`config.mk`:
```
export PLATFORM = sky130hd
export DESIGN_NAME = icache_controller_flat
export DESIGN_NICKNAME = d
export VERILOG_FILES = /design/src/rtl/icache_controller_if.sv /design/src/rtl/icache_controller.sv /design/src/flat_wrapper.sv
export SDC_FILE = /design/constraint.sdc
export NUM_CORES = 2
export LEC_CHECK = 0
export BUFFER_PORTS_ARGS = -buffer_cell sky130_fd_sc_hd__buf_2
export CAP_MARGIN = 0
export CORE_ASPECT_RATIO = 0.5
export CORE_MARGIN = 2
export CORE_UTILIZATION = 57
export DETAILED_ROUTE_END_ITERATION = 6
export PLACE_DENSITY_LB_ADDON = 0.05
export SYNTH_ARGS = -nofsm -noshare
export SYNTH_HDL_FRONTEND = slang
export SYNTH_SLANG_ARGS = --single-unit
export TNS_END_PERCENT = 5
```
`constraint.sdc`:
```
create_clock -name CLK -period 81.3 [get_ports CLK]
set_input_delay 0 -clock CLK [delete_from_list [all_inputs] [get_ports CLK]]
set_output_delay 0 -clock CLK [all_outputs]
set_load 0.02 [all_outputs]
```
`src/rtl/icache_controller_if.sv`:
```
// CPU-fetch and instruction-memory signal bundle for icache_controller.
// The slave modport is the cache's view; master is the CPU/memory side.
interface icache_controller_if #(
  parameter int ADDR_BITS = 10
);
  logic [31:0]          PC;
  logic [31:0]          INSTRUCTION;
  logic                 BUSYWAIT;
  logic                 MEM_READ;
  logic [ADDR_BITS-5:0] MEM_ADDRESS;
  logic [127:0]         MEM_READDATA;
  logic                 MEM_BUSYWAIT;

  modport slave (
    input  PC, MEM_READDATA, MEM_BUSYWAIT,
    output INSTRUCTION, BUSYWAIT, MEM_READ, MEM_ADDRESS
  );

  modport master (
    output PC, MEM_READDATA, MEM_BUSYWAIT,
    input  INSTRUCTION, BUSYWAIT, MEM_READ, MEM_ADDRESS
  );
endinterface

```
`src/rtl/icache_controller.sv`:
```
// Direct-mapped read-only instruction cache: hits served combinationally, misses refill a 16-byte block.
// Optional macro ICACHE_STATS_EN adds saturating HIT_COUNT / MISS_COUNT outputs.
module icache_controller #(
  parameter int NUM_BLOCKS = 8,
  parameter int ADDR_BITS  = 10
) (
  input  logic CLK,
  input  logic RESET,
  icache_controller_if.slave bus
`ifdef ICACHE_STATS_EN
  ,
  output logic [15:0] HIT_COUNT,
  output logic [15:0] MISS_COUNT
`endif
);

  localparam int IDX_W = $clog2(NUM_BLOCKS);
  localparam int BLK_W = ADDR_BITS - 4;
  localparam int TAG_W = BLK_W - IDX_W;

  typedef enum logic [1:0] {S_IDLE, S_MEM_READ, S_UPDATE} state_t;

  state_t                 state_q, state_d;
  logic [NUM_BLOCKS-1:0]  valid_q, valid_d;
  logic [TAG_W-1:0]       tag_q  [NUM_BLOCKS];
  logic [TAG_W-1:0]       tag_d  [NUM_BLOCKS];
  logic [127:0]           data_q [NUM_BLOCKS];
  logic [127:0]           data_d [NUM_BLOCKS];
  logic [BLK_W-1:0]       miss_addr_q, miss_addr_d;
  logic [127:0]           fill_data_q, fill_data_d;
  logic                   mem_read_q, mem_read_d;

  logic [1:0]             offset;
  logic [IDX_W-1:0]       index;
  logic [TAG_W-1:0]       tag;
  logic                   hit;
  logic                   pc_unused;

  assign offset    = bus.PC[3:2];
  assign index     = bus.PC[3+IDX_W:4];
  assign tag       = bus.PC[ADDR_BITS-1:4+IDX_W];
  assign pc_unused = ^{bus.PC[31:ADDR_BITS], bus.PC[1:0]};
  assign hit       = valid_q[index] && (tag_q[index] == tag);

`ifdef ICACHE_STATS_EN
  logic [15:0] hit_count_q, hit_count_d;
  logic [15:0] miss_count_q, miss_count_d;
`endif

  always_comb begin
    state_d     = state_q;
    valid_d     = valid_q;
    tag_d       = tag_q;
    data_d      = data_q;
    miss_addr_d = miss_addr_q;
    fill_data_d = fill_data_q;
    mem_read_d  = mem_read_q;
    case (state_q)
      S_IDLE: begin
        if (!hit) begin
          miss_addr_d = {tag, index};
          mem_read_d  = 1'b1;
          state_d     = S_MEM_READ;
        end
      end
      S_MEM_READ: begin
        if (!bus.MEM_BUSYWAIT) begin
          fill_data_d = bus.MEM_READDATA;
          mem_read_d  = 1'b0;
          state_d     = S_UPDATE;
        end
      end
      S_UPDATE: begin
        // The fill uses only the latched miss address, never the live PC.
        valid_d[miss_addr_q[IDX_W-1:0]] = 1'b1;
        tag_d[miss_addr_q[IDX_W-1:0]]   = miss_addr_q[BLK_W-1:IDX_W];
        data_d[miss_addr_q[IDX_W-1:0]]  = fill_data_q;
        state_d                         = S_IDLE;
      end
      default: state_d = S_IDLE;
    endcase
  end

`ifdef ICACHE_STATS_EN
  always_comb begin
    hit_count_d  = hit_count_q;
    miss_count_d = miss_count_q;
    if (state_q == S_IDLE && hit && hit_count_q != 16'hFFFF)
      hit_count_d = hit_count_q + 16'd1;
    if (state_q == S_IDLE && !hit && miss_count_q != 16'hFFFF)
      miss_count_d = miss_count_q + 16'd1;
  end
`endif

  always_ff @(posedge CLK or posedge RESET) begin
    if (RESET) begin
      state_q     <= S_IDLE;
      valid_q     <= '0;
      miss_addr_q <= '0;
      fill_data_q <= '0;
      mem_read_q  <= 1'b0;
      for (int i = 0; i < NUM_BLOCKS; i++) begin
        tag_q[i]  <= '0;
        data_q[i] <= '0;
      end
`ifdef ICACHE_STATS_EN
      hit_count_q  <= '0;
      miss_count_q <= '0;
`endif
    end else begin
      state_q     <= state_d;
      valid_q     <= valid_d;
      tag_q       <= tag_d;
      data_q      <= data_d;
      miss_addr_q <= miss_addr_d;
      fill_data_q <= fill_data_d;
      mem_read_q  <= mem_read_d;
`ifdef ICACHE_STATS_EN
      hit_count_q  <= hit_count_d;
      miss_count_q <= miss_count_d;
`endif
    end
  end

  // Stall is combinational so a miss freezes the CPU in its detect cycle.
  assign bus.BUSYWAIT    = !RESET && ((state_q != S_IDLE) || !hit);
  assign bus.MEM_READ    = mem_read_q;
  assign bus.MEM_ADDRESS = miss_addr_q;
  assign bus.INSTRUCTION = data_q[index][{offset, 5'b00000} +: 32];

`ifdef ICACHE_STATS_EN
  assign HIT_COUNT  = hit_count_q;
  assign MISS_COUNT = miss_count_q;
`endif

endmodule

```
`src/flat_wrapper.sv`:
```
// flat-port wrapper written by rule: the top's interface ports become plain ports
module icache_controller_flat 
#(
  parameter int NUM_BLOCKS = 8,
  parameter int ADDR_BITS  = 10
)
  (CLK, RESET, bus_PC, bus_MEM_READDATA, bus_MEM_BUSYWAIT, bus_INSTRUCTION, bus_BUSYWAIT, bus_MEM_READ, bus_MEM_ADDRESS);
  icache_controller_if #(.ADDR_BITS(ADDR_BITS)) bus_i ();
  input  logic CLK;
  input  logic RESET;
  input wire logic [$bits(bus_i.PC)-1:0] bus_PC;
  input wire logic [$bits(bus_i.MEM_READDATA)-1:0] bus_MEM_READDATA;
  input wire logic [$bits(bus_i.MEM_BUSYWAIT)-1:0] bus_MEM_BUSYWAIT;
  output wire logic [$bits(bus_i.INSTRUCTION)-1:0] bus_INSTRUCTION;
  output wire logic [$bits(bus_i.BUSYWAIT)-1:0] bus_BUSYWAIT;
  output wire logic [$bits(bus_i.MEM_READ)-1:0] bus_MEM_READ;
  output wire logic [$bits(bus_i.MEM_ADDRESS)-1:0] bus_MEM_ADDRESS;
  assign bus_i.PC = bus_PC;
  assign bus_i.MEM_READDATA = bus_MEM_READDATA;
  assign bus_i.MEM_BUSYWAIT = bus_MEM_BUSYWAIT;
  assign bus_INSTRUCTION = bus_i.INSTRUCTION;
  assign bus_BUSYWAIT = bus_i.BUSYWAIT;
  assign bus_MEM_READ = bus_i.MEM_READ;
  assign bus_MEM_ADDRESS = bus_i.MEM_ADDRESS;
  icache_controller #(.NUM_BLOCKS(NUM_BLOCKS), .ADDR_BITS(ADDR_BITS)) u_core (.CLK(CLK), .RESET(RESET), .bus(bus_i));
endmodule
```
==> results.md <==
- Drt via density: 6.136
- P per Cell Area: 35.74 mW/mm2
- Worst reg2reg setup slack: 77,160 ps
- Clock slew at reported path FFs: 70 ps
- Data arrival time of the worst path: 5310 ps
- Core area: 0.09066 mm2
- Final Skew: 18.65 ps
- Mapped Cells: 2,988
- I/O Buffers: 178
- Routed WL per cell: 25.84 um
- Gr ovfl total: 0
- Worst Reg-to-Reg Cells: 5
- CTS tree: built
- Root buf cell: clkbuf_16
- Final net count: 3,411
- HPWL Detailed: 65,710 um
- Largest net degree at the start of global routing: 189
- CP startpoint: RESET
- Worst setup SP type: primary input
- Leading cell types in the layout, fill and taps excluded: mux2_2 (1,217), dfrtp_1 (1,193), mux4_2 (326)
- Number of remaining DRC errors: 0
- RR Startpoint: u_core.state_q[1]
- Switch Pwr: 0.0006057 W
- Synth-to-Final Area Change: 13.03%
- Required time worst endpoint: 82,030 ps
- Mapped Area: 0.05213 mm2
- Final worst slack: 76,720 ps
- Synth top area cells: dfrtp_1 (57%), mux2_2 (26%), mux4_2 (14%), clkbuf_1 (0.89%), buf_2 (0.30%)
- CTS Hold Bufs: 133
- Clock Power Share: 24.2%
- Final Cycle Share: 5.630%
- Sequential share of power: 49.5%
- Unrepaired setup endpoints after global routing: false
- Mean Syn Cell Area: 17.45 um2
- Switching share of power: 28.77%
- Outcome: finished clean
- 1st-iter DRT viols: 1,855
- Final Hold Fails: 0
- Antenna viol nets, final: 0
- Antenna violations before repair: 7
- Register area share after synthesis: 57.27%
- Setup CP Type: primary input to asynchronous set/reset pin
- Syn. warnings: 0
- Synth Register Bits: 1,193
- Cts repair resizes: 0
- Worst VDD drop: 19.18 uV
- Final setup violation count: 0
- Lkg Pwr: 26.81 nW
- Chip Width: 431.7 um
- Max Cap Viol: 0
- Layout cell share with drive strength beyond 1: 58.55%
- Syn nets: 3,151
- Detailed Routing Iterations Pass 1: 5
- DR vias: 27,840
- First-pass GRT wire length: 183,300 um
- # clock sinks: 1,193
- Ports: 203
- Clock buffer count from CTS: 103
- Fmax: 218.5 MHz
- Vias in the first global route: 29,870
- Internal power: 0.001500 W
- TNS Setup: 0 ps
- Die extent in y: 217.8 um
- Worst min-delay path class: primary input to asynchronous set/reset pin
- DP Worst Slack: 76,290 ps
- Min Tclk post-route: 4577 ps
- Reg-to-Reg End: u_core.data_q[517]
- Total Routing Usage GR: 25.91%
- Top cell type's share of synthesized area: 57.27%
- Die Area: 0.09404 mm2
- Final wirelength: 117,200 um
- Comb pwr share: 26.2%
- H-tree depth: 3
- Synth unique cells: 31
- Post-CTS Setup Bufs: 0
- Clock Latency Late Sink: 710 ps
- Dominant cell type by area after synthesis: dfrtp_1
- GP Congestion: 0.7301
- Crit. End Element: asynchronous set/reset pin
- Max_slew headroom: 23.12%
- Worst slew pin tran: 1153 ps
- Initial core utilization: 57.50%
- Rows: 78
- Fill cells: 6,415
- Max clock buf depth: 3
- CP max FO: 118
- Final slew viol count: 0
- Commonest non-fill, non-tap cell in the layout: mux2_2
-- synthesized netlist by cell type, drive strengths merged --
| cell | n |
|---|---|
| o21ai | 1 |
| mux2i | 3 |
| nand3b | 2 |
| nor2b | 1 |
| xor2 | 1 |
| or4 | 1 |
| mux4 | 326 |
| or2 | 4 |
| a21oi | 1 |
| inv | 3 |
| o31ai | 2 |
| a211oi | 1 |
| xnor2 | 1 |
| a2111oi | 1 |
| clkbuf | 123 |
| nand2b | 5 |
| mux2 | 1217 |
| and3 | 1 |
| nor3 | 2 |
| dfrtp | 1193 |
| nand4 | 1 |
| o22ai | 1 |
| buf | 84 |
| nand2 | 3 |
| nor3b | 4 |
| nand3 | 2 |
| nor2 | 4 |
-- critical path: stages --
cell,delay [ps]
dlygate4sd3_1,540
buf_2,160
inv_8,570
buf_4,780
buf_4,720
buf_4,740
buf_4,790
buf_4,780
-- state kept, by name, summed over array words and instances (netlist names) --
signal,count
u_core.state_q,2
u_core.data_q,1024
u_core.bus.MEM_READ,1
u_core.tag_q,24
u_core.bus.MEM_ADDRESS,6
u_core.valid_q,8
u_core.fill_data_q,128
-- routing by layer --
metal	global-route usage (%)	share of wire, %
met3	6.010	5.0
met1	39.11	48
met2	38.64	45
met5	0	0.0068
met4	6.037	2.1
-- area by class of cell --
type | instances | area [um2] | share of cell area (%)
tap | 1200 | 1501 | 2.548
sequential | 1193 | 29850 | 50.67
inverter | 3 | 18.77 | 0.03185
clock inverter | 37 | 399.1 | 0.6774
antenna | 5 | 12.51 | 0.02123
timing repair buffer | 362 | 2696 | 4.576
multi-input combinational | 1585 | 21360 | 36.26
clock buffer | 152 | 3077 | 5.222
-- power groups by stage --
stage / combinational [W] / sequential (W) / clock [W]
2_1_floorplan: 0.000441 / 0.000993 / 0
3_3_place_gp: 0.000533 / 0.00103 / 0
3_5_place_dp: 0.000550 / 0.00105 / 0
4_1_cts: 0.000557 / 0.00104 / 0.000522
5_1_grt: 0.000593 / 0.00108 / 0.000547
6_report: 0.000552 / 0.00104 / 0.000510
-- stage by stage --
stage	hold WS (ps)	util, %	cell area (um2)	cells	total power, W
2_1_floorplan	76.86	-	52130	2988	0.001435
3_3_place_gp	224.3	59.67	54100	4210	0.001565
3_5_place_dp	234.9	59.67	54100	4210	0.001602
4_1_cts	1.263	64.98	58910	4532	0.002120
5_1_grt	24.95	64.98	58910	4532	0.002223
6_report	50.34	64.99	58920	4537	0.002106
-- cell families after synthesis --
logic type	count (synthesis)	share of synthesized area (%)
buffers and inverters	210	1.817
xor gates and xnor gates	2	0.03361
AOI/OAI and AO/OA	7	0.1176
and+or+nand+nor	30	0.3336
DFF	1193	57.27
muxes	1546	40.43
-- how the worst max path moves through the flow --
stage                                end  cells after the start
6_report              u_core.data_q[108]                      8
5_1_grt               u_core.data_q[365]                      8
4_1_cts               u_core.data_q[493]                      8
3_5_place_dp          u_core.data_q[597]                      7
3_3_place_gp          u_core.data_q[597]                      7
2_1_floorplan  u_core.bus.MEM_ADDRESS[0]                      1
No activity file was read; power rests on OpenSTA's default activity.
